`src/rtl/disp_mux_scan_if.sv`:
```
// rtl/disp_mux_scan_if.sv - segment/anode bus for disp_mux_scan; adds bright when DISP_MUX_SCAN_PWM_EN is defined
interface disp_mux_scan_if #(
   parameter int NUM_DIGITS = 4
);
   logic [8*NUM_DIGITS-1:0] in;
   logic [NUM_DIGITS-1:0]   dig_en;
`ifdef DISP_MUX_SCAN_PWM_EN
   logic [3:0]              bright;
`endif
   logic [NUM_DIGITS-1:0]   an;
   logic [7:0]              sseg;
   logic                    frame_tick;

   modport master (
      output in,
      output dig_en,
`ifdef DISP_MUX_SCAN_PWM_EN
      output bright,
`endif
      input  an,
      input  sseg,
      input  frame_tick
   );

   modport slave (
      input  in,
      input  dig_en,
`ifdef DISP_MUX_SCAN_PWM_EN
      input  bright,
`endif
      output an,
      output sseg,
      output frame_tick
   );
endinterface

```
`src/rtl/disp_mux_scan.sv`:
```
// rtl/disp_mux_scan.sv - seven-segment scan multiplexer with blank time, digit mask and frame strobe
// Optional anode PWM dimming under DISP_MUX_SCAN_PWM_EN.
module disp_mux_scan #(
   parameter int NUM_DIGITS = 4,
   parameter int TICK_DIV   = 50000,
   parameter int BLANK_CYC  = 16
) (
   input  logic            clk,
   input  logic            reset,
   disp_mux_scan_if.slave  bus
);
   localparam int CW = (TICK_DIV > 1) ? $clog2(TICK_DIV) : 1;
   localparam int IW = (NUM_DIGITS > 1) ? $clog2(NUM_DIGITS) : 1;
   localparam logic [CW-1:0]         CNT_LAST   = CW'(TICK_DIV - 1);
   localparam logic [CW-1:0]         BLANK_LAST = CW'(BLANK_CYC - 1);
   localparam logic [IW-1:0]         IDX_LAST   = IW'(NUM_DIGITS - 1);
   localparam logic [NUM_DIGITS-1:0] ONE_HOT0   = NUM_DIGITS'(1);

   typedef enum logic {BLANK, DRIVE} state_t;

   state_t                  state_q, state_d;
   logic [CW-1:0]           cnt_q, cnt_d;
   logic [IW-1:0]           idx_q, idx_d;
   logic [NUM_DIGITS-1:0]   an_q, an_d;
   logic [7:0]              sseg_q, sseg_d;
   logic                    frame_q, frame_d;
   logic                    pwm_on;

`ifdef DISP_MUX_SCAN_PWM_EN
   logic [3:0]              pwm_q, pwm_d;

   assign pwm_d  = pwm_q + 4'd1;
   assign pwm_on = (pwm_q <= bus.bright);

   always_ff @(posedge clk or posedge reset) begin
      if (reset) pwm_q <= 4'd0;
      else       pwm_q <= pwm_d;
   end
`else
   assign pwm_on = 1'b1;
`endif

   always_ff @(posedge clk or posedge reset) begin
      if (reset) begin
         state_q <= BLANK;
         cnt_q   <= '0;
         idx_q   <= '0;
         an_q    <= '1;
         sseg_q  <= 8'hFF;
         frame_q <= 1'b0;
      end else begin
         state_q <= state_d;
         cnt_q   <= cnt_d;
         idx_q   <= idx_d;
         an_q    <= an_d;
         sseg_q  <= sseg_d;
         frame_q <= frame_d;
      end
   end

   always_comb begin
      state_d = state_q;
      cnt_d   = cnt_q + CW'(1);
      idx_d   = idx_q;
      case (state_q)
         BLANK: begin
            if (cnt_q == BLANK_LAST) state_d = DRIVE;
         end
         DRIVE: begin
            if (cnt_q == CNT_LAST) begin
               state_d = BLANK;
               cnt_d   = '0;
               idx_d   = (idx_q == IDX_LAST) ? '0 : idx_q + IW'(1);
            end
         end
         default: state_d = BLANK;
      endcase
   end

   // Outputs are computed from the next state so the pins change on the same edge as the FSM.
   always_comb begin
      sseg_d  = sseg_q;
      an_d    = '1;
      frame_d = (state_q == DRIVE) && (cnt_q == CNT_LAST) && (idx_q == IDX_LAST);
      if (state_q == BLANK && cnt_q == BLANK_LAST)
         sseg_d = bus.in[{idx_q, 3'b000} +: 8];
      if (state_d == BLANK)
         sseg_d = 8'hFF;
      else if (bus.dig_en[idx_q] && pwm_on)
         an_d = ~(ONE_HOT0 << idx_q);
   end

   assign bus.an         = an_q;
   assign bus.sseg       = sseg_q;
   assign bus.frame_tick = frame_q;
endmodule
```
`src/flat_wrapper.sv`:
```
// flat-port wrapper written by rule: the top's interface ports become plain ports
module disp_mux_scan_flat 
#(
   parameter int NUM_DIGITS = 4,
   parameter int TICK_DIV   = 50000,
   parameter int BLANK_CYC  = 16
)
  (clk, reset, bus_in, bus_dig_en, bus_an, bus_sseg, bus_frame_tick);
  disp_mux_scan_if #(.NUM_DIGITS(NUM_DIGITS)) bus_i ();
  input  logic clk;
  input  logic reset;
  input wire logic [$bits(bus_i.in)-1:0] bus_in;
  input wire logic [$bits(bus_i.dig_en)-1:0] bus_dig_en;
  output wire logic [$bits(bus_i.an)-1:0] bus_an;
  output wire logic [$bits(bus_i.sseg)-1:0] bus_sseg;
  output wire logic [$bits(bus_i.frame_tick)-1:0] bus_frame_tick;
  assign bus_i.in = bus_in;
  assign bus_i.dig_en = bus_dig_en;
  assign bus_an = bus_i.an;
  assign bus_sseg = bus_i.sseg;
  assign bus_frame_tick = bus_i.frame_tick;
  disp_mux_scan #(.NUM_DIGITS(NUM_DIGITS), .TICK_DIV(TICK_DIV), .BLANK_CYC(BLANK_CYC)) u_core (.clk(clk), .reset(reset), .bus(bus_i));
endmodule
```
`config.mk`:
```
export PLATFORM = sky130hd
export DESIGN_NAME = disp_mux_scan_flat
export DESIGN_NICKNAME = d
export VERILOG_FILES = /design/src/rtl/disp_mux_scan_if.sv /design/src/rtl/disp_mux_scan.sv /design/src/flat_wrapper.sv
export SDC_FILE = /design/constraint.sdc
export NUM_CORES = 1
export LEC_CHECK = 0
export BUFFER_PORTS_ARGS = -buffer_cell sky130_fd_sc_hd__clkbuf_2
export CAP_MARGIN = 25
export CORE_ASPECT_RATIO = 2
export CORE_MARGIN = 2
export CORE_UTILIZATION = 50
export CTS_CLUSTER_SIZE = 20
export DETAILED_ROUTE_END_ITERATION = 16
export GPL_TIMING_DRIVEN = 0
export PLACE_DENSITY = 0.76
export SYNTH_ARGS = -nofsm -noshare
export SYNTH_HDL_FRONTEND = slang
export SYNTH_SLANG_ARGS = --single-unit
```
`constraint.sdc`:
```
create_clock -name clk -period 2.45 [get_ports clk]
set_input_delay 0.3675 -clock clk [delete_from_list [all_inputs] [get_ports clk]]
set_output_delay 0.3675 -clock clk [all_outputs]
set_load 0.01 [all_outputs]
```
=== Word level (Yosys, flattened, before mapping) ===
Cells that the tools add are included.

* Bits in registers: 32
* Output and inout bits: 13

* Add/sub/neg operators: 2
* Magnitude comparators: 1
* Eq/ne operators: 4
* Shift-type cells: 2
* Mux-type cells: 12
* Bitwise gates (word level): 2
* Reductions and logical operators: 4

{| class="wikitable"
|+ Operators by type and width
! cell !! count
|-
| 2-to-1 mux 16 bit || 2
|-
| indexed part select 32 x 6 -> 8 bit || 1
|-
| adder 16 x 1 -> 16 bit (second input constant) || 1
|-
| == test 16 bit (second input constant) || 1
|-
| == test 16 x 4 -> 1 bit (second input constant) || 1
|-
| 2-to-1 mux 8 bit || 2
|-
| 2-to-1 mux 4 bit || 2
|-
| inverter 4 bit || 1
|-
| << shifter 1 x 2 -> 4 bit (first input constant) || 1
|-
| logical AND 1 bit || 3
|-
| < comparator 2 x 3 -> 1 bit (second input constant) || 1
|-
| 2-to-1 mux 1 bit || 3
|-
| adder 2 x 1 -> 2 bit (second input constant) || 1
|-
| binary-select mux 1 bit (select 2 bit) || 1
|-
| == test 2 bit (second input constant) || 1
|-
| 2-to-1 mux 2 bit || 1
|-
| != test 2 bit (second input constant) || 1
|-
| one-hot mux 1 bit (2 select lines) || 1
|-
| AND reduction 2 bit || 1
|-
| inverter 1 bit || 1
|}

=== Logic depth before layout (Yosys ltp) ===
Gate-level depths: netlist of the first run.

* Depth in word-level cells: 4
* Gate-level depth with buffers: 6
* Gate-level depth less buffers: 5

=== Worst setup path before layout of the first run ===
Ideal clock, no wire load.

* Path kind: reg-to-reg
* From: register u_core.cnt_q[8]
* To: register u_core.sseg_q[0], in the netlist u_core.bus.sseg[0]
* Library setup time: 0.080 ns
* Data arrival time: 1.631 ns
* Path slack: 0.739 ns
* Cell stages (with the launch flop): 5
* Buffers on the path: 1
* Period minus slack after synthesis: 1.711 ns
* Cells stage by stage: dfrtp_1 > or4_1 > or4_4 > buf_6 > o22a_1

* Longest elaborated chain between the ends: 4
* Elaborated cells on any way between the ends: 8

{| class="wikitable"
|+ Ends and longest elaborated chain
! what !! line !! text
|-
| from (decl) || disp_mux_scan.sv:22 || <nowiki>logic [CW-1:0] cnt_q, cnt_d;</nowiki>
|-
| from (signal assigned) || disp_mux_scan.sv:53 || <nowiki>cnt_q <= cnt_d;</nowiki>
|-
| == test 16 bit or == test 16 x 4 -> 1 bit (tied branches) || disp_mux_scan.sv:70, disp_mux_scan.sv:67, disp_mux_scan.sv:85 ||
|-
| 2-to-1 mux 1 bit, on equally long branches || disp_mux_scan.sv:70, disp_mux_scan.sv:67 ||
|-
| one-hot mux 1 bit (2 select lines) || disp_mux_scan.sv:65 || <nowiki>case (state_q)</nowiki>
|-
| != test 2 bit (no line) or 2-to-1 mux 8 bit (tied branches) || n/a ||
|-
| to (signal assigned) || disp_mux_scan.sv:56 || <nowiki>sseg_q <= sseg_d;</nowiki>
|-
| to (decl) || disp_mux_scan.sv:25 || <nowiki>logic [7:0] sseg_q, sseg_d;</nowiki>
|}

Parallel ways exist; a longest one is shown, timed or not.
A chain may end at the register's enable or synchronous reset.

=== Worst setup path after layout of the first run ===
* From: register u_core.cnt_q[0]
* To: register u_core.sseg_q[4], in the netlist u_core.bus.sseg[4]

The elaborated chain is that of the path after synthesis.

==> results.md, run 1 <==
- VDD sags by at most 485 uV.
- The number of warning messages in the yosys log is 0.
- The critical path is of the reg2reg type.
- The overall die height is 85.0 um.
- The upper clock frequency limit is 0.532 GHz.
- For the pin with the worst max-slew slack, the measured transition is 0.510 ns.
- The final cell count without fillers is 225.
- The overall routing resource usage is 21.4%.
- The via count of the first global-routing pass is 1342.
- The area share of the largest cell type after synthesis is 30.5%.
- The final critical path time including I/O delays and setup is 1.88 ns.
- The switching part of the total power is 22.7%.
- The final routed wirelength across all metal layers is 3370 um.
- The post-route fraction of the period consumed by the critical path is 76.8%.
- The share of async-settable or async-resettable flops after synthesis is 100%.
- Entering global routing, the biggest net connects 23 pins.
- The wire length of the first global-routing pass is 5860 um.
- The worst flop-to-flop path startpoint is u_core.cnt_q[0].
- The portion of total power attributed to sequential cells is 53.5%.
- The required time at the worst-slack endpoint is 2.66 ns.
- The final routed wire length divided by cell count is 15.0 um.
- The total leakage power is 0.000960 uW.
- Setup repair after global routing left no endpoint under its margin.
- Counting every instance in the synthesized netlist gives 135.
- The path class of the tightest hold or removal check is in2async.
- The hold violation count in the final report is 0.
- The total DRC errors in the routed layout is 0.
- Among all cell types in the netlist, the one instantiated most often is sky130_fd_sc_hd__dfrtp_1.
- TritonCTS built the clock tree.
- For this run the aggregate overflow at the end of global routing stands at 0.
- The number of cells after detailed placement is 217.
- The tree built by TritonCTS fans out to 32 sinks.
- The clock slew at the register clock pins of the worst setup and hold paths is 0.07 ns.
- Yosys mapped the design onto 31 distinct sky130hd cell types.
- The die covers 0.00378 mm2.
- The width of the die is 44.5 um.
- Combinational logic burns 7.4% of the power.
- The post-route antenna net violation count is 0.
- The run finished with clean final reports.
- The initial cell density of the core is 51.9%.
- The number of CTS-inserted buffers is 5.
- For the final routed database, the setup TNS stands at 0 ns.
- The number of flops mapped to enable cells by yosys is 0.
- Clock latency on the worst-skew pair, taken at its later pin, is 0.28 ns.
- In this run the mean area of a mapped cell was 12.1 um2.
- The netlist area before placement is 0.00164 mm2.
- The internal portion of total power is 790 uW.
- The largest total area in the synthesized netlist belongs to sky130_fd_sc_hd__dfrtp_1.
- In this run the worst setup path begins at u_core.cnt_q[0].
- Buffers inserted to repair hold after CTS numbered 0.
- The floorplan has 29 rows.
- The largest clock skew in the final design is 0.00661 ns.
- The share of the Yosys chip area taken by registers is 49.8%.
- The maximum level of the CTS H-tree is 2.
- Counting instances in the post-synthesis netlist gives the leading cell types as sky130_fd_sc_hd__dfrtp_1 (20), sky130_fd_sc_hd__dfstp_2 (12), sky130_fd_sc_hd__nor2_1 (11).
- The HPWL after detailed placement is 2780 um.
- Max-cap violations in this run came to 0.
- At the end of routability-driven placement, the weighted congestion stood at 0.862.
- Post-CTS timing repair inserted 0 buffers for setup.
- Synthesis produced a netlist with a net count of 178.
- The worst setup path is launched from a flop.
- The length in cells of the worst reg-to-reg path is 6.
- The total net switching power is 232 uW.
- The reg-to-reg critical path endpoint is u_core.bus.sseg[4].
- Across all layers, the routed design uses 1290 vias.
- The net total in the final layout is 236.
- The worst pin sits at a relative slew slack of 65.9%.
- Synthesis inferred 32 register bits.
- For this run, the detailed router's first-pass iteration total came to 4.
- Once the clock tree was built, the resizer swapped 0 gates to a different size.
- 0 antenna diodes ended up in the layout.
- The number of pins with negative max-slew slack in the final report was 0.
- Of the cells placed in the final design, the portion with a size suffix greater than 1 is 47.9%.
- In the routed layout, each cell is associated on average with a via count of 5.73.
- Setup violations remaining at the end of the flow were counted as 0.
- The synthesis-to-layout area growth is 24.7%.
- The number of antenna violations at the first check in global routing is 0.
- For this run, the leading register cell type out of synthesis is sky130_fd_sc_hd__dfrtp_1.
- The clock share of power is 39.1%.
- The number of primary I/O pins is 51.
- Setup slack on the worst reg-to-reg path comes out at 0.57 ns.
- The core region is 0.00316 mm2.
- The buffer levels on the longest clock path is 2.
- Hold is met by 0.0864 ns.
- For this design the ratio of total power to cell area is 500 mW/mm2.
- After the first detailed-routing iteration, the DRC count stood at 10.
- The endpoint kind of the worst setup timing path is a flop.
- The data arrival time at the worst-slack endpoint is 2.09 ns.
- In this run the clock root is driven by a sky130_fd_sc_hd__clkbuf_8.
- By area the synthesized netlist is led by sky130_fd_sc_hd__dfrtp_1 (31%), sky130_fd_sc_hd__dfstp_2 (19%), sky130_fd_sc_hd__mux4_2 (12%), sky130_fd_sc_hd__ha_1 (3.8%), sky130_fd_sc_hd__xor2_1 (3.7%).
- The number of buffer cells added on primary ports is 50.
- Along the worst path, the maximum fanout reaches 10.
[how the worst max path moves through the flow]
| stage | endpoint | depth (start not counted) |
|---|---|---|
| detailed placement | u_core.bus.frame_tick | 6 |
| global route | u_core.bus.frame_tick | 6 |
| global placement | u_core.bus.frame_tick | 6 |
| floorplan | u_core.bus.sseg[0] | 4 |
| CTS | u_core.bus.frame_tick | 6 |
| finish | u_core.bus.sseg[4] | 6 |
[per-layer routing]
metal  vias to the layer above  wire [um]  GRT usage (%)  part of all wire [%]
met5                         -          0              0                     0
met4                         0        108           11.6                   3.2
met3                        11        199           6.17                   5.9
met2                        54       1950           36.5                    58
met1                       625       1110           22.2                    33
li1                        600          -              -                     -
[placed cells by master, fill, tap and decap left out, types with 2 or more instances in the layout]
cell type / instances
sky130_fd_sc_hd__mux4_2: 9
sky130_fd_sc_hd__xor2_1: 7
sky130_fd_sc_hd__ha_1: 5
sky130_fd_sc_hd__dfstp_2: 12
sky130_fd_sc_hd__inv_1: 7
sky130_fd_sc_hd__nor4_1: 3
sky130_fd_sc_hd__clkbuf_8: 5
sky130_fd_sc_hd__a21o_1: 4
sky130_fd_sc_hd__buf_2: 3
sky130_fd_sc_hd__dfrtp_1: 20
sky130_fd_sc_hd__nand2_1: 9
sky130_fd_sc_hd__nor3_1: 6
sky130_fd_sc_hd__xnor2_1: 6
sky130_fd_sc_hd__o22a_1: 5
sky130_fd_sc_hd__nand4_1: 3
sky130_fd_sc_hd__clkbuf_2: 50
sky130_fd_sc_hd__o22a_2: 3
sky130_fd_sc_hd__nor2_1: 11
sky130_fd_sc_hd__clkbuf_1: 2
sky130_fd_sc_hd__mux2_2: 2
sky130_fd_sc_hd__nand3_1: 7
[power groups by stage]
stage | Sequential [uW] | Clock (uW) | Combinational, uW
floorplan | 559 | 0 | 27.7
global placement | 555 | 0 | 69.2
detailed placement | 555 | 0 | 77.9
CTS | 546 | 411 | 78.0
global route | 547 | 438 | 84.1
finish | 546 | 400 | 76.1
[per-stage QoR]
step	util, %	instance area [um2]	worst slack [ns]	power (uW)
after floorplan	-	1640	0.739	587
after global placement	61.1	1930	0.608	624
after detailed placement	62.0	1960	0.548	633
after CTS	64.8	2040	0.534	1040
after global routing	64.8	2040	0.387	1070
final	64.8	2040	0.569	1020
[logic make-up after synthesis]
family	share of synthesized area (%)
AOI/OAI and AO/OA	6.95
adders and majority gates	3.82
buffers and inverters	3.43
and+or+nand+nor	15.3
muxes	13.7
xor gates and xnor gates	6.95
DFF	49.8
[critical path, cell delays in order, from the launching register on]
cell and delay [ns]:
sky130_fd_sc_hd__dfrtp_1 0.39, sky130_fd_sc_hd__ha_1 0.22, sky130_fd_sc_hd__and3_1 0.24, sky130_fd_sc_hd__nand3_2 0.11
sky130_fd_sc_hd__or4_4 0.53, sky130_fd_sc_hd__buf_6 0.17, sky130_fd_sc_hd__o22a_1 0.16
[registers in the layout, indices dropped and copies added, names as in the netlist]
register               flops
u_core.bus.sseg            8
u_core.idx_q               2
u_core.bus.frame_tick      1
u_core.cnt_q              16
u_core.state_q             1
u_core.bus.an              4
[area by class of cell]
type | instances | area (um2)
timing repair buffer | 51 | 278
multi-input combinational | 91 | 767
clock buffer | 6 | 72.6
tap | 31 | 38.8
clock inverter | 2 | 16.3
buffer | 5 | 30.0
fill | 260 | 1110
inverter | 7 | 26.3
sequential | 32 | 816
Note: power is estimated with default switching activity, not from simulation.
==> run 2: changes to the inputs <==
clock period = 1.9 ns   (was 2.45 ns; I/O delays follow)
==> run 2 against run 1 <==
Effect of this change: largest power group unchanged; via count up 0.16%; total power grew 29%; highest routed layer unchanged; routed wire length up 0.36%; non-clock buffer count stayed put; register-to-register slack got worse by 0.51 ns; final cell count unchanged; worst setup slack got worse by 0.51 ns; core utilization grew 1.1 points; sequential power is 29% higher; die area unchanged; sequential cell count is the same.
==> results.md, run 2 (synthesized netlist as in run 1, its figures left out) <==
- The via count of the first global-routing pass was 1342 (unchanged).
- The post-route fraction of the period consumed by the critical path is 96.9% (+20 points).
- The leftover overflow at the end of global routing is 0 (unchanged).
- The routability-driven placement congestion ratio is 0.862 (unchanged).
- Setup repair after global routing left no endpoint under its margin.
- The number of primary I/O pins is 51 (unchanged).
- The final cell count without fillers is 225 (unchanged).
- The overall die height is 85.0 um (unchanged).
- The number of detailed-routing iterations run before antenna repair was 4 (unchanged).
- The number of vias per cell is 5.74 (+0.16%).
- The clock latency at the later pin of the worst-skew pair was 0.28 ns (about the same).
- The setup TNS was 0 ns (unchanged).
- The number of flip-flops in the largest register is 16 (unchanged).
- The number of pins with negative max-slew slack in the final report is 0 (unchanged).
- The required time at the worst-slack endpoint is 2.11 ns (-0.55 ns).
- The initial cell density of the core is 51.9% (unchanged).
- The count of maximum capacitance violations was 0 (unchanged).
- The number of buffers inserted by hold repair at cts is 0 (unchanged).
- The type of origin of the critical path is a flop.
- Relative to the synthesized area, the layout overhead comes to 26.9%.
- The areal power density over the cells is 634 mW/mm2 (+27%).
- The total number of clock tree sinks is 32 (unchanged).
- The largest fanout on the critical path is 10 (unchanged).
- The number of buffer cells added on primary ports is 50 (unchanged).
- The number of cells after detailed placement is 217 (unchanged).
- The final count of negative-setup-slack endpoints is 0 (unchanged).
- The data arrival time at the worst-slack endpoint is 2.05 ns (-0.04 ns).
- The internal portion of total power is 1020 uW (+29%).
- The endpoint kind of the worst setup timing path is a flop.
- The flip-flop and latch area is 820 um2 (+0.46%).
- The overall routing resource usage is 21.4% (+0.043 points).
- The upper clock frequency limit was 0.543 GHz (+2.1%).
- The share of cells above drive strength 1 is 51.0% (+3.1 points).
- The switching part of the total power was 22.8% (+0.075 points).
- The width of the die came to 44.5 um (unchanged).
- The clock share of power is 39.2% (about the same).
- The relative slew slack is 65.3% (-0.66 points).
- The number of antenna violations at the first check in global routing is 0 (unchanged).
- The layout filler cell count is 248 (-4.6%).
- The tightest min-delay check is of the in2async type.
- The pre-CTS setup slack is -0.00182 ns (-0.550 ns).
- In the layout the commonest cells are sky130_fd_sc_hd__clkbuf_2 (50), sky130_fd_sc_hd__dfrtp_1 (17), sky130_fd_sc_hd__dfstp_2 (12), sky130_fd_sc_hd__nor2_1 (11).
- The worst supply voltage drop on vdd was 627 uV (+29%).
- The hold violation count in the final report is 0 (unchanged).
- The library cell used most frequently in the layout, excluding fill and tap cells, is sky130_fd_sc_hd__clkbuf_2.
- The total die area is 0.00378 mm2 (unchanged).
- The register with the most flip-flops is u_core.cnt_q.
- The area taken by multi-input logic gates was 798 um2 (+4.1%).
- The final routed wirelength across all metal layers came to 3380 um (+0.36%).
- The detailed placer's ending HPWL is 2780 um (unchanged).
- The total net switching power is 300 uW (+29%).
- The clock tree from TritonCTS is done.
- The count of antenna diodes in the layout came to 0 (unchanged).
- The portion of total power attributed to sequential cells is 53.4% (about the same).
- The combinational share of power is 7.4% (about the same).
- The DRC marker count from the first detailed-route iteration came to 12 (+2).
- The number of CTS-inserted buffers is 5 (unchanged).
- The post-route total power came to 1320 uW (+29%).
- The net total in the final layout came to 236 (unchanged).
- The final routed wire length divided by cell count was 15.0 um (+0.36%).
- The number of setup buffers added after CTS came to 0 (unchanged).
- The number of cell rows is 29 (unchanged).
- The pin count of the biggest net entering global routing is 23 (unchanged).
- The final cell area excluding filler cells is 0.00208 mm2 (+1.7%).
- The total DRC errors in the routed layout is 0 (unchanged).
- The area of the core region is 0.00316 mm2 (unchanged).
- The clock slew at the register clock pins of the worst setup and hold paths is 0.07 ns (about the same).
- The placed standard-cell area is 0.00196 mm2 (unchanged).
- The buffer levels on the longest clock path is 2 (unchanged).
- The largest clock skew in the final design is 0.00667 ns (+0.0000649 ns).
- The critical path is of the reg2reg type.
- The wire length of the first global-routing pass is 5870 um (+0.22%).
- The final critical path time including I/O delays and setup is 1.84 ns (-0.0387 ns).
- The detailed-route via count is 1292 (+0.16%).
- The setup slack after layout is 0.0581 ns (-0.511 ns).
- The slew at the pin closest to its max-slew limit is 0.520 ns (+0.00983 ns).
- The run finished with clean final reports.
- The post-route antenna net violation count is 0 (unchanged).
- The total leakage power is 0.000956 uW (-0.51%).
- The master cell of the clock root buffer is sky130_fd_sc_hd__clkbuf_8.
- The maximum level of the CTS H-tree is 2 (unchanged).
- The length in cells of the worst reg-to-reg path is 4 (-2).
==> run 2: cell counts in the layout (fill, tap and decap cells not counted) <==
Identical to the previous run, type by type.
==> run 2: per-stage QoR <==
step | utilization [%] | hold slack (ns)
2_1_floorplan | - | 0.392
3_3_place_gp | 61.1 | 0.466
3_5_place_dp | 62.0 | 0.327
4_1_cts | 65.1 | 0.0167
5_1_grt | 65.9 | 0.0272
6_report | 65.9 | 0.00736
==> run 2: cell type report <==
class | instances | area share [%]
plain buffers | 5 | 1.44
repair buffers | 51 | 13.4
clock inverters | 2 | 0.782
multi-input cells | 91 | 38.4
inverters | 7 | 1.26
well taps | 31 | 1.87
clock buffers | 6 | 3.49
flip-flops and latches | 32 | 39.4
==> run 2: power groups by stage <==
stage	sequential [uW]	combinational (uW)	clock, uW
after floorplan	721	35.7	0
after global placement	716	89.2	0
after detailed placement	716	100	0
after CTS	704	101	531
after global routing	705	108	563
final	704	98.2	516
==> run 2: worst paths after layout <==
path	from	to	slack [ns]
worst max-delay path	u_core.cnt_q[8]	u_core.bus.sseg[4]	0.06
worst min-delay path	reset	u_core.cnt_q[3]	0.007
worst max register to register	u_core.cnt_q[8]	u_core.bus.sseg[4]	0.06
worst min register to register	u_core.cnt_q[10]	u_core.cnt_q[10]	0.50
max in group asynchronous	reset	u_core.bus.an[1]	1.34
min in group clk	bus_in[31]	u_core.bus.sseg[7]	0.44
==> run 2: per-layer routing <==
| layer | track usage (%) | vias to the layer above | wire (um) |
|---|---|---|---|
| li1 | - | 599 | - |
| met1 | 22.3 | 623 | 1120 |
| met2 | 36.5 | 57 | 1930 |
| met3 | 6.17 | 13 | 204 |
| met4 | 11.6 | 0 | 129 |
| met5 | 0 | - | 0 |
==> run 2: critical path, stage by stage (launching register included) <==
cell,delay (ns)
sky130_fd_sc_hd__dfrtp_2,0.45
sky130_fd_sc_hd__or4_1,0.53
sky130_fd_sc_hd__or4_4,0.47
sky130_fd_sc_hd__buf_6,0.17
sky130_fd_sc_hd__o22a_1,0.16
==> run 2: repair_timing <==
item	4_1_cts	5_1_grt
pin swaps	0	1
resized for setup	2	7
setup endpoints to repair	3	11
==> run 3: changes to the inputs <==
CTS_BUF_LIST = sky130_fd_sc_hd__clkbuf_16   (was unset)
==> run 3 against run 2 <==
Effect of this change: design area rose by 2.6%; non-clock buffer count stayed put; final cell count unchanged; critical endpoint is now u_core.bus.sseg[2]; largest cell class unchanged.
==> results.md, run 3 (synthesized netlist as in run 1, its figures left out) <==
- The number of setup buffers added after CTS was 0 (unchanged).
- The number of buffer cells added on primary ports came to 50 (unchanged).
- The final count of negative-setup-slack endpoints is 0 (unchanged).
- The detailed placer's ending HPWL is 2780 um (unchanged).
- The number of antenna violations at the first check in global routing is 0 (unchanged).
- The total number of clock tree sinks is 32 (unchanged).
- The relative slew slack is 64.5% (-0.76 points).
- The total net switching power is 339 uW (+13%).
- The overall die height was 85.0 um (unchanged).
- The slew at the pin closest to its max-slew limit is 0.532 ns (+0.0114 ns).
- The most common library cell in the layout ignoring fill and taps is sky130_fd_sc_hd__clkbuf_2.
- The endpoint kind of the worst setup timing path is a flop.
- The portion of total power attributed to sequential cells is 44.6% (-8.8 points).
- The share of cells above drive strength 1 is 50.5% (-0.52 points).
- The overall routing resource usage is 21.9% (+0.51 points).
- The post-route fraction of the period consumed by the critical path is 97.0% (about the same).
- The final routed wire length divided by cell count is 15.6 um (+4.0%).
- The total DRC errors in the routed layout came to 0 (unchanged).
- The combinational share of power was 6.2% (-1.2 points).
- The startpoint identified for the worst register-to-register timing path is u_core.cnt_q[8].
- The post-route antenna net violation count is 0 (unchanged).
- The via count of the first global-routing pass is 1375 (+2.5%).
- The largest fanout on the critical path is 10 (unchanged).
- The number of pins with negative max-slew slack in the final report is 0 (unchanged).
- The number of vias per cell is 5.88 (+2.3%).
- Setup repair after global routing left no endpoint under its margin.
- The type of origin of the critical path is a flop.
- The top cell types in the final layout, fill and taps aside, are sky130_fd_sc_hd__clkbuf_2 (50), sky130_fd_sc_hd__dfrtp_1 (18), sky130_fd_sc_hd__dfstp_2 (12), sky130_fd_sc_hd__nor2_1 (11).
- The largest clock skew in the final design is 0.00378 ns (-0.00290 ns).
- The final critical path time including I/O delays and setup is 1.84 ns (+0.000581 ns).
- The path category of the worst min-delay check is in2async.
- The synthesis-to-layout area growth is 30.2%.
- The clock latency at the later pin of the worst-skew pair was 0.28 ns (about the same).
- The number of primary I/O pins is 51 (unchanged).
- The upper clock frequency limit is 0.543 GHz (about the same).
- The required time at the worst-slack endpoint came to 2.10 ns (about the same).
- The clock slew at the register clock pins of the worst setup and hold paths is 0.05 ns (-0.02 ns).
- TritonCTS built the clock tree.
- The register-to-register path setup slack is 0.06 ns (about the same).
- The hold violation count in the final report came to 0 (unchanged).
- The areal power density over the cells is 740 mW/mm2 (+17%).
- The width of the die is 44.5 um (unchanged).
- The critical path class is reg2reg.
- The number of cell rows is 29 (unchanged).
- The routability-driven placement congestion ratio is 0.862 (unchanged).
- The number of CTS-inserted buffers is 5 (unchanged).
- The final routed wirelength across all metal layers is 3520 um (+4.0%).
- The detailed-route via count is 1322 (+2.3%).
- The tree is rooted in a sky130_fd_sc_hd__clkbuf_16.
- The final cell area excluding filler cells is 0.00213 mm2 (+2.6%).
- The wire length of the first global-routing pass is 6080 um (+3.5%).
- The area of the core region was 0.00316 mm2 (unchanged).
- The register with the most flip-flops is u_core.cnt_q.
- The post-route total power is 1580 uW (+20%).
- The total die area is 0.00378 mm2 (unchanged).
- The clock share of power is 49.1% (+9.9 points).
- The switching part of the total power is 21.4% (-1.3 points).
- The data arrival time at the worst-slack endpoint is 2.05 ns (about the same).
- The leftover overflow at the end of global routing was 0 (unchanged).
- The internal portion of total power is 1240 uW (+22%).
- The total leakage power is 0.000987 uW (+3.3%).
- The worst supply voltage drop on vdd came to 587 uV (-6.3%).
- The DRC marker count from the first detailed-route iteration is 7 (-5).
- The maximum level of the CTS H-tree was 2 (unchanged).
- The number of flip-flops in the largest register is 16 (unchanged).
- The number of buffers inserted by hold repair at cts came to 0 (unchanged).
- The worst register-to-register path ends at u_core.bus.sseg[2].
- The length in cells of the worst reg-to-reg path is 4 (unchanged).
- The placed standard-cell area is 0.00196 mm2 (unchanged).
- The number of detailed-routing iterations run before antenna repair was 4 (unchanged).
- The net total in the final layout is 236 (unchanged).
- The count of maximum capacitance violations came to 0 (unchanged).
- The pin count of the biggest net entering global routing came to 23 (unchanged).
- The buffer levels on the longest clock path is 2 (unchanged).
- The initial cell density of the core was 51.9% (unchanged).
- The count of antenna diodes in the layout was 0 (unchanged).
- The run finished with clean final reports.
[run 3: how the worst max path moves through the flow]
stage                                  to  slack (ns)            start  depth (start not counted)
finish                 u_core.bus.sseg[2]        0.06  u_core.cnt_q[8]                          4
global route           u_core.bus.sseg[4]       0.001  u_core.cnt_q[8]                          4
CTS                    u_core.bus.sseg[4]        0.03  u_core.cnt_q[0]                          6
detailed placement  u_core.bus.frame_tick      -0.002  u_core.cnt_q[0]                          6
global placement    u_core.bus.frame_tick        0.06  u_core.cnt_q[0]                          6
floorplan              u_core.bus.sseg[0]        0.19  u_core.cnt_q[8]                          4
[run 3: worst max-delay path, stage by stage, from the launching register on]
cell	delay [ns]
sky130_fd_sc_hd__dfrtp_1	0.43
sky130_fd_sc_hd__or4_1	0.54
sky130_fd_sc_hd__or4_4	0.47
sky130_fd_sc_hd__buf_6	0.17
sky130_fd_sc_hd__o22a_1	0.16
[run 3: area by class of cell]
cell class / instances / area (um2)
inverters: 7 / 26.3
fillers: 239 / 1020
multi-input cells: 91 / 798
clock inverters: 3 / 20.0
repair buffers: 51 / 278
plain buffers: 5 / 30.0
well taps: 31 / 38.8
flip-flops and latches: 32 / 818
clock buffers: 5 / 125
[run 3: power by group through the flow]
| stage | Sequential, uW | Clock (uW) | Combinational [uW] |
|---|---|---|---|
| after floorplan | 721 | 0 | 35.7 |
| after global placement | 716 | 0 | 89.2 |
| after detailed placement | 716 | 0 | 100 |
| after CTS | 705 | 782 | 101 |
| after global routing | 706 | 813 | 108 |
| final | 705 | 776 | 98.7 |
[run 3: per-stage QoR]
step / setup TNS, ns / std cells / hold WS [ns] / util [%] / worst slack [ns]
floorplan: 0 / 135 / 0.392 / - / 0.189
global placement: 0 / 216 / 0.466 / 61.1 / 0.0578
finish: 0 / 225 / 0.0214 / 67.6 / 0.0576
detailed placement: -0.00182 / 217 / 0.327 / 62.0 / -0.00182
CTS: 0 / 225 / 0.0374 / 66.9 / 0.0306
global route: 0 / 225 / 0.0447 / 67.6 / 0.00108
[run 3: routing by layer]
metal / up-vias / global-route usage [%] / share of wire (%)
li1: 598 / - / -
met1: 657 / 22.9 / 33
met2: 57 / 39.1 / 59
met3: 10 / 5.53 / 5.9
met4: 0 / 9.09 / 1.8
met5: - / 0 / 0
[run 3: repair_timing]
action | in CTS | in global routing
endpoints found under the setup margin | 1 | 11
resized for setup | 2 | 6
pin swaps | 0 | 1
